### config.mk
export PLATFORM = sky130hd
export DESIGN_NAME = hazard_ctrl
export DESIGN_NICKNAME = d
export VERILOG_FILES = /design/src/rtl/hazard_ctrl.sv
export SDC_FILE = /design/constraint.sdc
export NUM_CORES = 1
export LEC_CHECK = 0
export ABC_CLOCK_PERIOD_IN_PS = 2200
export CAP_MARGIN = 15
export CORE_MARGIN = 2
export CORE_UTILIZATION = 30
export CTS_BUF_LIST = sky130_fd_sc_hd__clkbuf_2
export CTS_CLUSTER_DIAMETER = 80
export DETAILED_ROUTE_END_ITERATION = 6
export MAX_ROUTING_LAYER = met4
export PLACE_DENSITY = 0.65
export SETUP_SLACK_MARGIN = 0.02
export SLEW_MARGIN = 20
export SYNTH_ARGS = -nofsm -noshare
export SYNTH_HDL_FRONTEND = slang
export SYNTH_SLANG_ARGS = --single-unit
### constraint.sdc
create_clock -name clk -period 2.2 [get_ports clk]
set_input_delay 0.22 -clock clk [delete_from_list [all_inputs] [get_ports clk]]
set_output_delay 0.22 -clock clk [all_outputs]
set_load 0.05 [all_outputs]
### src/rtl/hazard_ctrl.sv
// Pipeline hazard controller: load-use bubble, EX redirect flush, memory freeze with watchdog,
// saturating stall/flush counters. Define HAZARD_MEM_WAIT_EN to enable the memory freeze/timeout path.
module hazard_ctrl #(
  parameter int WAIT_MAX = 16,
  parameter int CNT_W    = 16
) (
  input  logic             clk,
  input  logic             rst_n,
  input  logic [4:0]       id_rs1,
  input  logic [4:0]       id_rs2,
  input  logic             id_use_rs1,
  input  logic             id_use_rs2,
  input  logic [4:0]       ex_rd,
  input  logic             ex_reg_we,
  input  logic             ex_mem_read,
  input  logic [1:0]       ex_jump_t,
  input  logic             ex_branch_taken,
  input  logic             mem_req,
  input  logic             mem_ready,
  output logic             pc_en,
  output logic             if_id_en,
  output logic             id_ex_en,
  output logic             ex_mem_en,
  output logic             pc_redirect,
  output logic             if_id_flush,
  output logic             id_ex_flush,
  output logic             mem_wb_flush,
  output logic             mem_err,
  output logic [CNT_W-1:0] stall_cnt,
  output logic [CNT_W-1:0] flush_cnt
);

  localparam logic [1:0] JT_JAL  = 2'b01;
  localparam logic [1:0] JT_JALR = 2'b10;

  function automatic logic [CNT_W-1:0] sat_inc(input logic [CNT_W-1:0] v, input logic en);
    if (en && (v != {CNT_W{1'b1}})) return v + CNT_W'(1);
    return v;
  endfunction

  logic             w_redirect;
  logic             w_load_use;
  logic             w_in_wait;
  logic             w_timeout;
  logic             w_freeze;
  logic [CNT_W-1:0] r_stall_cnt;
  logic [CNT_W-1:0] r_flush_cnt;

  assign w_redirect = (ex_jump_t == JT_JAL) || (ex_jump_t == JT_JALR) || ex_branch_taken;
  assign w_load_use = ex_mem_read && ex_reg_we && (ex_rd != 5'd0) &&
                      ((id_use_rs1 && (id_rs1 == ex_rd)) || (id_use_rs2 && (id_rs2 == ex_rd)));

`ifdef HAZARD_MEM_WAIT_EN
  localparam int TMR_W = $clog2(WAIT_MAX);

  typedef enum logic {ST_RUN = 1'b0, ST_WAIT = 1'b1} state_t;

  state_t           r_state;
  state_t           w_state_nxt;
  logic [TMR_W-1:0] r_timer;
  logic [TMR_W-1:0] w_timer_nxt;

  assign w_in_wait = (r_state == ST_WAIT);
  assign w_timeout = w_in_wait && (r_timer == TMR_W'(WAIT_MAX - 1)) && !mem_ready;
  assign w_freeze  = mem_req && !mem_ready && !w_timeout;

  always_comb begin
    w_state_nxt = ST_RUN;
    w_timer_nxt = '0;
    if (w_freeze) begin
      w_state_nxt = ST_WAIT;
      w_timer_nxt = w_in_wait ? r_timer + TMR_W'(1) : TMR_W'(1);
    end
  end

  always_ff @(posedge clk) begin
    if (!rst_n) begin
      r_state <= ST_RUN;
      r_timer <= '0;
    end else begin
      r_state <= w_state_nxt;
      r_timer <= w_timer_nxt;
    end
  end
`else
  logic w_unused_mem;

  assign w_unused_mem = &{1'b0, mem_req, mem_ready};
  assign w_in_wait    = 1'b0;
  assign w_timeout    = 1'b0;
  assign w_freeze     = 1'b0;
`endif

  always_comb begin
    pc_en        = 1'b1;
    if_id_en     = 1'b1;
    id_ex_en     = 1'b1;
    ex_mem_en    = 1'b1;
    pc_redirect  = 1'b0;
    if_id_flush  = 1'b0;
    id_ex_flush  = 1'b0;
    mem_wb_flush = 1'b0;
    mem_err      = 1'b0;
    if (!rst_n) begin
      pc_en        = 1'b0;
      if_id_en     = 1'b0;
      id_ex_en     = 1'b0;
      ex_mem_en    = 1'b0;
      if_id_flush  = 1'b1;
      id_ex_flush  = 1'b1;
      mem_wb_flush = 1'b1;
    end else if (w_freeze) begin
      // Redirect/load-use are held off here; frozen stages re-present them after release.
      pc_en        = 1'b0;
      if_id_en     = 1'b0;
      id_ex_en     = 1'b0;
      ex_mem_en    = 1'b0;
      mem_wb_flush = 1'b1;
    end else begin
      // Leaving WAIT (completion or abandon) still bubbles MEM/WB for that cycle.
      mem_wb_flush = w_in_wait;
      mem_err      = w_timeout;
      if (w_redirect) begin
        pc_redirect = 1'b1;
        if_id_flush = 1'b1;
        id_ex_flush = 1'b1;
      end else if (w_load_use) begin
        pc_en       = 1'b0;
        if_id_en    = 1'b0;
        id_ex_flush = 1'b1;
      end
    end
  end

  always_ff @(posedge clk) begin
    if (!rst_n) begin
      r_stall_cnt <= '0;
      r_flush_cnt <= '0;
    end else begin
      r_stall_cnt <= sat_inc(r_stall_cnt, !pc_en);
      r_flush_cnt <= sat_inc(r_flush_cnt, pc_redirect);
    end
  end

  assign stall_cnt = r_stall_cnt;
  assign flush_cnt = r_flush_cnt;

endmodule

Word-level counts from Yosys, hierarchy flattened
Cells that the tools add are included.

Bits in registers: 32. Bits of input ports: 26. Output and inout port bits: 41.

Add/subtract/negate cells: 2. Eq/ne operators: 6. Mux-type cells: 17. Reductions and logical operators: 12.

Operators by type and width (number): adder 16 x 1 -> 16 bit, second input constant (2); 2-to-1 mux 16 bit (2); inequality test 16 bit, second input constant (2); 2-to-1 mux 1 bit (15); equality test 5 bit (2); logical AND 1 bit (7); nonzero test 5 bit (1); logical OR 1 bit (3); equality test 2 x 1 -> 1 bit, second input constant (1); equality test 2 bit, second input constant (1); logical NOT 1 bit (1).

Longest topological paths before layout
Gate-level depths: netlist (run 1).

Depth after elaboration: 11. Gate-level depth with buffers: 7.

Least setup slack after synthesis (run 1)
No wires, ideal clock.

Path type: input-to-output. Start: in ex_rd[0]. End: out pc_en. Arrival time: 2.263 ns. Slack: -0.283 ns. Stages on the path: 5. Cells stage by stage: or3_1 o311a_1 and2_1 a21oi_1 buf_4.

Word-level cells in the longest chain between the ends: 7. Elaborated cells on any way between the ends: 11.

Ends and longest elaborated chain: from (decl) (line 13) `input logic [4:0] ex_rd,`; equality test 5 bit (line 51) `((id_use_rs1 && (id_rs1 == ex_rd)) || (id_use_rs2 && (id_rs2 == ex_rd)));`; logical AND 1 bit (line 51); logical OR 1 bit (line 51); logical AND 1 bit * (line 50) `assign w_load_use = ex_mem_read && ex_reg_we && (ex_rd != 5'd0) &&`; 2-to-1 mux 1 bit * (3 in a row); to (decl) (line 20) `output logic pc_en,`.

Every way passes the cells marked *; elsewhere a longest branch is shown, timed or not.

Final worst setup path (run 1)
Start: in ex_rd[0]. End: out if_id_en.

Word-level cells in the longest chain between the ends: 7. Elaborated cells on any way between the ends: 11.

Ends and longest elaborated chain: equality test 5 bit (line 51); logical AND 1 bit (line 51); logical OR 1 bit (line 51); logical AND 1 bit * (line 50); 2-to-1 mux 1 bit * (line 127) `end else if (w_load_use) begin`; 2-to-1 mux 1 bit * (line 123) `if (w_redirect) begin`; 2-to-1 mux 1 bit * (line 104) `if (!rst_n) begin`; to (decl) (line 21) `output logic if_id_en,`.

Marks and branches as above.

==> flow_summary.toml, run 1 <==
[global_route]
grt_antenna_before_repair = 0
globalRoute.busiestLayer = "met2"
first_global_vias = 1768
grt_pass1_wl_um = 8320
globalRouteOverflowTotal = 0
met1_usage_pct = 19.5
pin_count_of_the_biggest_net_entering_global_routing = 20
track_usage_pct = 14.8
global_route.usage.met3_pct = 4.06
grt_use_met2_pct = 22.3

[clock_network]
cts_buffer_depth = 2
path_clk_slew_ns = 0.16
cts_inserted_buffers = 5
clock_insertion_delay_worst_skew_ns = 0.38
clock_tree.htree_level_count = 2
clock_tree.root_cell = "clkbuf_2"
clock_sink_count = 32
clock_tree_from_tritoncts = "built"
hold_buffers = 0

[power]
total_power_uw = 1260
worst_ir_drop_vdd_mv = 0.209
powerDensity_mw_per_mm2 = 445
cell_leakage_power_uw = 0.000968

[synth]
synth_area_per_cell_um2 = 8.44
postSynthNetCount = 255
synthCells = 227
synth_warnings = 0
synthesis.area_mm2 = 0.00192
ys_types = 46
synth_seq_cells = 32
synth_sequential_area_ratio_pct = 33.4
post_synth_edffs = 0
ys.flop_type = "dfxtp_1"
ys_async_sr_fraction_pct = 0

[worst_setup_path]
path_class = "in2out"
worst-endpoint-arrival_ns = 1.78
required_ns = 1.98
critPathMaxFanout = 3
critPathCaptureType = "primary output"
timing.critical_path.from_type = "input port"

[route]
antenna_violating_nets_post_route = 0
drt-wirelength-per-cell_um = 13.4
number_of_remaining_drc_errors = 0
drt-vias-per-instance = 5.03
via_count = 1870
firstDrtPassIters = 6
route.final.wire_length_um = 4970
drt_iter0_markers = 90

[timing]
relSlewSlack_pct = 59.9
rsz0062_at_grt = "false"
finalCriticalPeriod_ns = 2.00
fmaxAchievable_ghz = 0.499
hold_viol = 0
finalCritPeriodShare_pct = 91.1
final.hold.worst_slack_ns = 0.501
clock-skew-final_ns = 0.0239
maxSlewViolCount = 0
transition_at_the_pin_with_the_smallest_max_transition_slack_ns = 0.598
final-setup-viol-count = 0

[floorplanning]
io_pins = 67
floorplan.initialDensity_pct = 30.5
die_width_um = 83.9
die_height_um = 83.9
area_of_the_core_mm2 = 0.00628
floorplan.die_area_mm2 = 0.00704
rows = 29

[layout]
antenna_cells_inserted = 0
num-nets-final = 322
instances_no_fill = 372
area_delta_synth_final_pct = 47.4
final_layout_size_suffix_gt1_share_pct = 13.6

[placement]
dp.final_hpwl_um = 3700
numPlacedInstances = 364
routability_driven_placement_congestion_ratio = 0.842
portBuffers = 63

[flow_run]
max_cap_violations = 0

[hold_path]
worst_hold_path_type = "reg2reg"

[outcome]
run_status = "finished, final reports clean"
sequential cells by signal (all words and copies together), names as in the netlist:
register and cells:
flush_cnt 16, stall_cnt 16
final timing paths:
| path | from | endpoint | slack, ns | cells after the start |
|---|---|---|---|---|
| worst min register to register | flush_cnt[4] | flush_cnt[4] | 0.50 | 1 |
| worst min-delay path | flush_cnt[4] | flush_cnt[4] | 0.50 | 1 |
| worst max-delay path | ex_rd[0] | if_id_en | 0.20 | 6 |
| worst max register to register | stall_cnt[2] | stall_cnt[9] | 0.30 | 5 |
report_power, final:
part | total (µW) | switching [µW] | internal [µW] | leakage [µW]
Sequential | 598 | 11.1 | 587 | 0.000258
Clock | 404 | 209 | 196 | 0.0000430
Combinational | 253 | 136 | 117 | 0.000667
Total | 1260 | 356 | 900 | 0.000968
synthesized netlist by cell type (2+ instances only):
master	instances	share of area (%)
or4_1	6	2.4
nand4_1	11	3.6
a211oi_1	3	1.2
xnor2_1	18	8.2
nor4_1	6	2.0
o31ai_1	5	2.0
buf_2	2	0.52
nor2_1	11	2.2
o21ai_0	3	0.78
and3_1	4	1.3
nand2_1	30	5.9
mux2i_1	13	6.8
a21oi_1	11	2.9
and4_1	4	1.8
clkbuf_1	6	1.2
ha_1	2	1.3
inv_1	5	0.98
nor3_1	2	0.52
nand3_1	11	2.9
o311a_1	2	1.0
or3_1	3	0.98
nand2b_1	9	2.9
o41ai_1	2	0.91
buf_4	5	2.0
dfxtp_1	32	33
layer usage:
metal	share of wire [%]	vias up
li1	-	965
met1	50	843
met2	43	56
met3	6.3	6
met4	1.0	0
met5	0	-
logic make-up after synthesis:
group | share of synthesized area [%]
xor gates and xnor gates | 8.69
DFF | 33.4
adders and majority gates | 1.31
and+or+nand+nor | 29.9
AOI/OAI and AO/OA | 14.5
muxes | 6.79
other | 0.196
buffers and inverters | 5.23
layout by cell type (no fill, tap or decap), types with 3 or more instances in the layout:
master | netlist | layout
nor4_1 | 6 | 6
or4_1 | 6 | 6
and3_1 | 4 | 4
nand4_1 | 11 | 11
a211oi_1 | 3 | 3
mux2i_1 | 13 | 13
nand2_1 | 30 | 30
xnor2_1 | 18 | 18
buf_4 | 5 | 11
inv_1 | 5 | 5
buf_12 | 0 | 8
clkdlybuf4s50_1 | 0 | 52
nor2_1 | 11 | 11
dfxtp_1 | 32 | 32
nand3_1 | 11 | 11
nand2b_1 | 9 | 9
clkbuf_2 | 0 | 6
a21oi_1 | 11 | 10
o21ai_0 | 3 | 3
and4_1 | 4 | 4
o31ai_1 | 5 | 5
critical path, stage by stage:
cell	delay (ns)
dlygate4sd2_1	0.27
or3_4	0.40
o311a_4	0.36
and2_4	0.15
a21oi_4	0.21
buf_12	0.16
cell type report:
cell class / instances / area (µm²)
Timing Repair Buffer: 74 / 797
Fill cell: 631 / 3450
Sequential cell: 32 / 641
Clock inverter: 2 / 35.0
Inverter: 5 / 18.8
Tap cell: 77 / 96.3
Multi-Input combinational cell: 176 / 1200
Clock buffer: 6 / 30.0
what timing repair did:
item / CTS / global route
resized for setup: 2 / 5
pin swaps: 1 / 2
cloned: 0 / 0
endpoints found under the hold margin: 0 / 0
setup buffers: 0 / 0
setup endpoints to repair: 2 / 3
stage by stage:
| step | TNS [ns] | worst slack [ns] | cell area (µm²) | utilization [%] |
|---|---|---|---|---|
| floorplan | 0 | 0.0652 | 1920 | - |
| global placement | -0.0740 | -0.0370 | 2730 | 43.5 |
| detailed placement | -0.163 | -0.0818 | 2730 | 43.5 |
| CTS | 0 | 0.0365 | 2800 | 44.6 |
| global route | 0 | 0.0937 | 2820 | 45.0 |
| finish | 0 | 0.197 | 2820 | 45.0 |
No activity file was read; power rests on OpenSTA's default activity.
==> run 2: changes to the inputs <==
- CELL_PAD_IN_SITES_DETAIL_PLACEMENT: not set -> 0
- CELL_PAD_IN_SITES_GLOBAL_PLACEMENT: not set -> 1
- CTS_CLUSTER_DIAMETER: 80 -> 200
- PLACE_DENSITY: 0.65 -> 0.83
==> flow_summary.toml, run 2 (synthesized netlist as in run 1, its figures left out) <==
[global_route]
track_usage_pct = 15.0
globalRouteOverflowTotal = 0
grt_pass1_wl_um = 8450
first_global_vias = 1787
grt_antenna_before_repair = 0
pin_count_of_the_biggest_net_entering_global_routing = 23

[floorplanning]
floorplan.initialDensity_pct = 30.5
rows = 29
floorplan.die_area_mm2 = 0.00704
area_of_the_core_mm2 = 0.00628
die_width_um = 83.9
io_pins = 67
die_height_um = 83.9

[worst_setup_path]
launching_instance_or_port_of_the_critical_path = "ex_rd[0]"
path_class = "in2out"
cp.depth = 7
reg2reg_to = "stall_cnt[9]"
required_ns = 1.98
reg2reg_depth = 5
crit_buf_inv = 3
critPathCaptureType = "primary output"
crit_path_cell_trace = "dlygate4sd2_1 > or3_1 > o311a_1 > and2_1 > a21oi_2 > buf_4 > buf_12"
regToRegStartpoint = "stall_cnt[2]"
slowest_stage = "or3_1"
timing.critical_path.from_type = "input port"
slowest_delay_ns = 0.37
timing.reg2reg.setup_slack_ns = 0.35
worst-endpoint-arrival_ns = 1.80
path_delay_family = "buffers and inverters"
setup.worst_path.end = "pc_en"
critPathMaxFanout = 3

[hold_path]
hold-path-cell-count = 2
worst_hold_path_type = "reg2reg"

[placement]
routability_driven_placement_congestion_ratio = 0.788
numPlacedInstances = 367
portBuffers = 63
dp.final_hpwl_um = 3870
placed_cell_area_mm2 = 0.00275

[outcome]
run_status = "finished, final reports clean"

[clock_network]
cts_buffer_depth = 2
clock_insertion_delay_worst_skew_ns = 0.36
clock_tree.root_cell = "clkbuf_2"
clock_tree.htree_level_count = 2
count_of_buffers_added_by_post_cts_timing_repair_for_setup = 0
clock_sink_count = 32
path_clk_slew_ns = 0.15
clock_tree_from_tritoncts = "built"
cts_inserted_buffers = 5

[layout]
area_delta_synth_final_pct = 47.0
antenna_cells_inserted = 0
final_cell_area_mm2 = 0.00282
layout_commonest_cell = "clkdlybuf4s50_1"
final_layout_size_suffix_gt1_share_pct = 13.4
n_fill_cell = 629
final_cell_mix = "52 x clkdlybuf4s50_1, 32 x dfxtp_1, 30 x nand2_1, 18 x xnor2_1, 14 x buf_4"
num-nets-final = 325
instances_no_fill = 375

[timing]
maxSlewViolCount = 0
transition_at_the_pin_with_the_smallest_max_transition_slack_ns = 0.567
finalCriticalPeriod_ns = 2.02
rsz0062_at_grt = "false"
hold_viol = 0
final-setup-viol-count = 0
clock-skew-final_ns = 0.0169
setup-tns-final_ns = 0
fmaxAchievable_ghz = 0.494
relSlewSlack_pct = 61.9
finalCritPeriodShare_pct = 91.9

[route]
firstDrtPassIters = 4
via_count = 1925
antenna_violating_nets_post_route = 0
drt_iter0_markers = 95
drt-vias-per-instance = 5.13
route.final.wire_length_um = 5120
drt-wirelength-per-cell_um = 13.7
number_of_remaining_drc_errors = 0

[power]
worst_ir_drop_vdd_mv = 0.247
powerDensity_mw_per_mm2 = 442
total_power_uw = 1240
cell_leakage_power_uw = 0.000966

[flow_run]
max_cap_violations = 0
==> run 2: layout make-up <==
cell class	count	area, µm²	share of cell area (%)
multi-input cells	176	1180	41.9
repair buffers	77	816	29.0
flip-flops and latches	32	641	22.8
well taps	77	96.3	3.42
clock inverters	2	35.0	1.24
clock buffers	6	30.0	1.07
inverters	5	18.8	0.667
==> run 2: metrics by stage <==
| step | hold slack [ns] | setup slack (ns) | utilization, % |
|---|---|---|---|
| 5_1_grt | 0.547 | 0.110 | 44.8 |
| 3_3_place_gp | 0.467 | -0.0149 | 43.8 |
| 3_5_place_dp | 0.481 | -0.0378 | 43.8 |
| 4_1_cts | 0.506 | 0.0255 | 44.8 |
| 2_1_floorplan | 0.376 | 0.0652 | - |
| 6_report | 0.501 | 0.178 | 44.8 |
==> run 2: worst register-to-register path, stage by stage (launching register included) <==
cell and delay, ns:
dfxtp_1 0.49, and4_4 0.30, nand2_1 0.06, or3_4 0.39
or4_1 0.42, a21oi_1 0.15
==> run 2: where the power goes <==
group | internal (µW) | switching [µW] | total, µW
registers | 587 | 10.7 | 598
clock network | 196 | 200 | 396
logic | 116 | 135 | 250
==> run 2: worst min path at each step <==
stage / slack [ns] / to / startpoint
floorplan: 0.38 / stall_cnt[11] / rst_n
global placement: 0.47 / flush_cnt[4] / flush_cnt[4]
detailed placement: 0.48 / flush_cnt[3] / flush_cnt[3]
CTS: 0.51 / stall_cnt[15] / stall_cnt[15]
global route: 0.55 / flush_cnt[14] / flush_cnt[14]
finish: 0.50 / stall_cnt[15] / stall_cnt[15]
==> run 2: routing by layer <==
| metal | part of all wire [%] | track usage, % |
|---|---|---|
| met1 | 48 | 18.8 |
| met4 | 2.6 | 6.45 |
| met3 | 4.4 | 3.56 |
| met2 | 45 | 23.0 |
| met5 | 0 | - |
==> run 2: repair_timing <==
item,CTS,global route
gates cloned,0,0
endpoints found under the setup margin,3,2
resized for setup,2,1
hold buffers,0,0
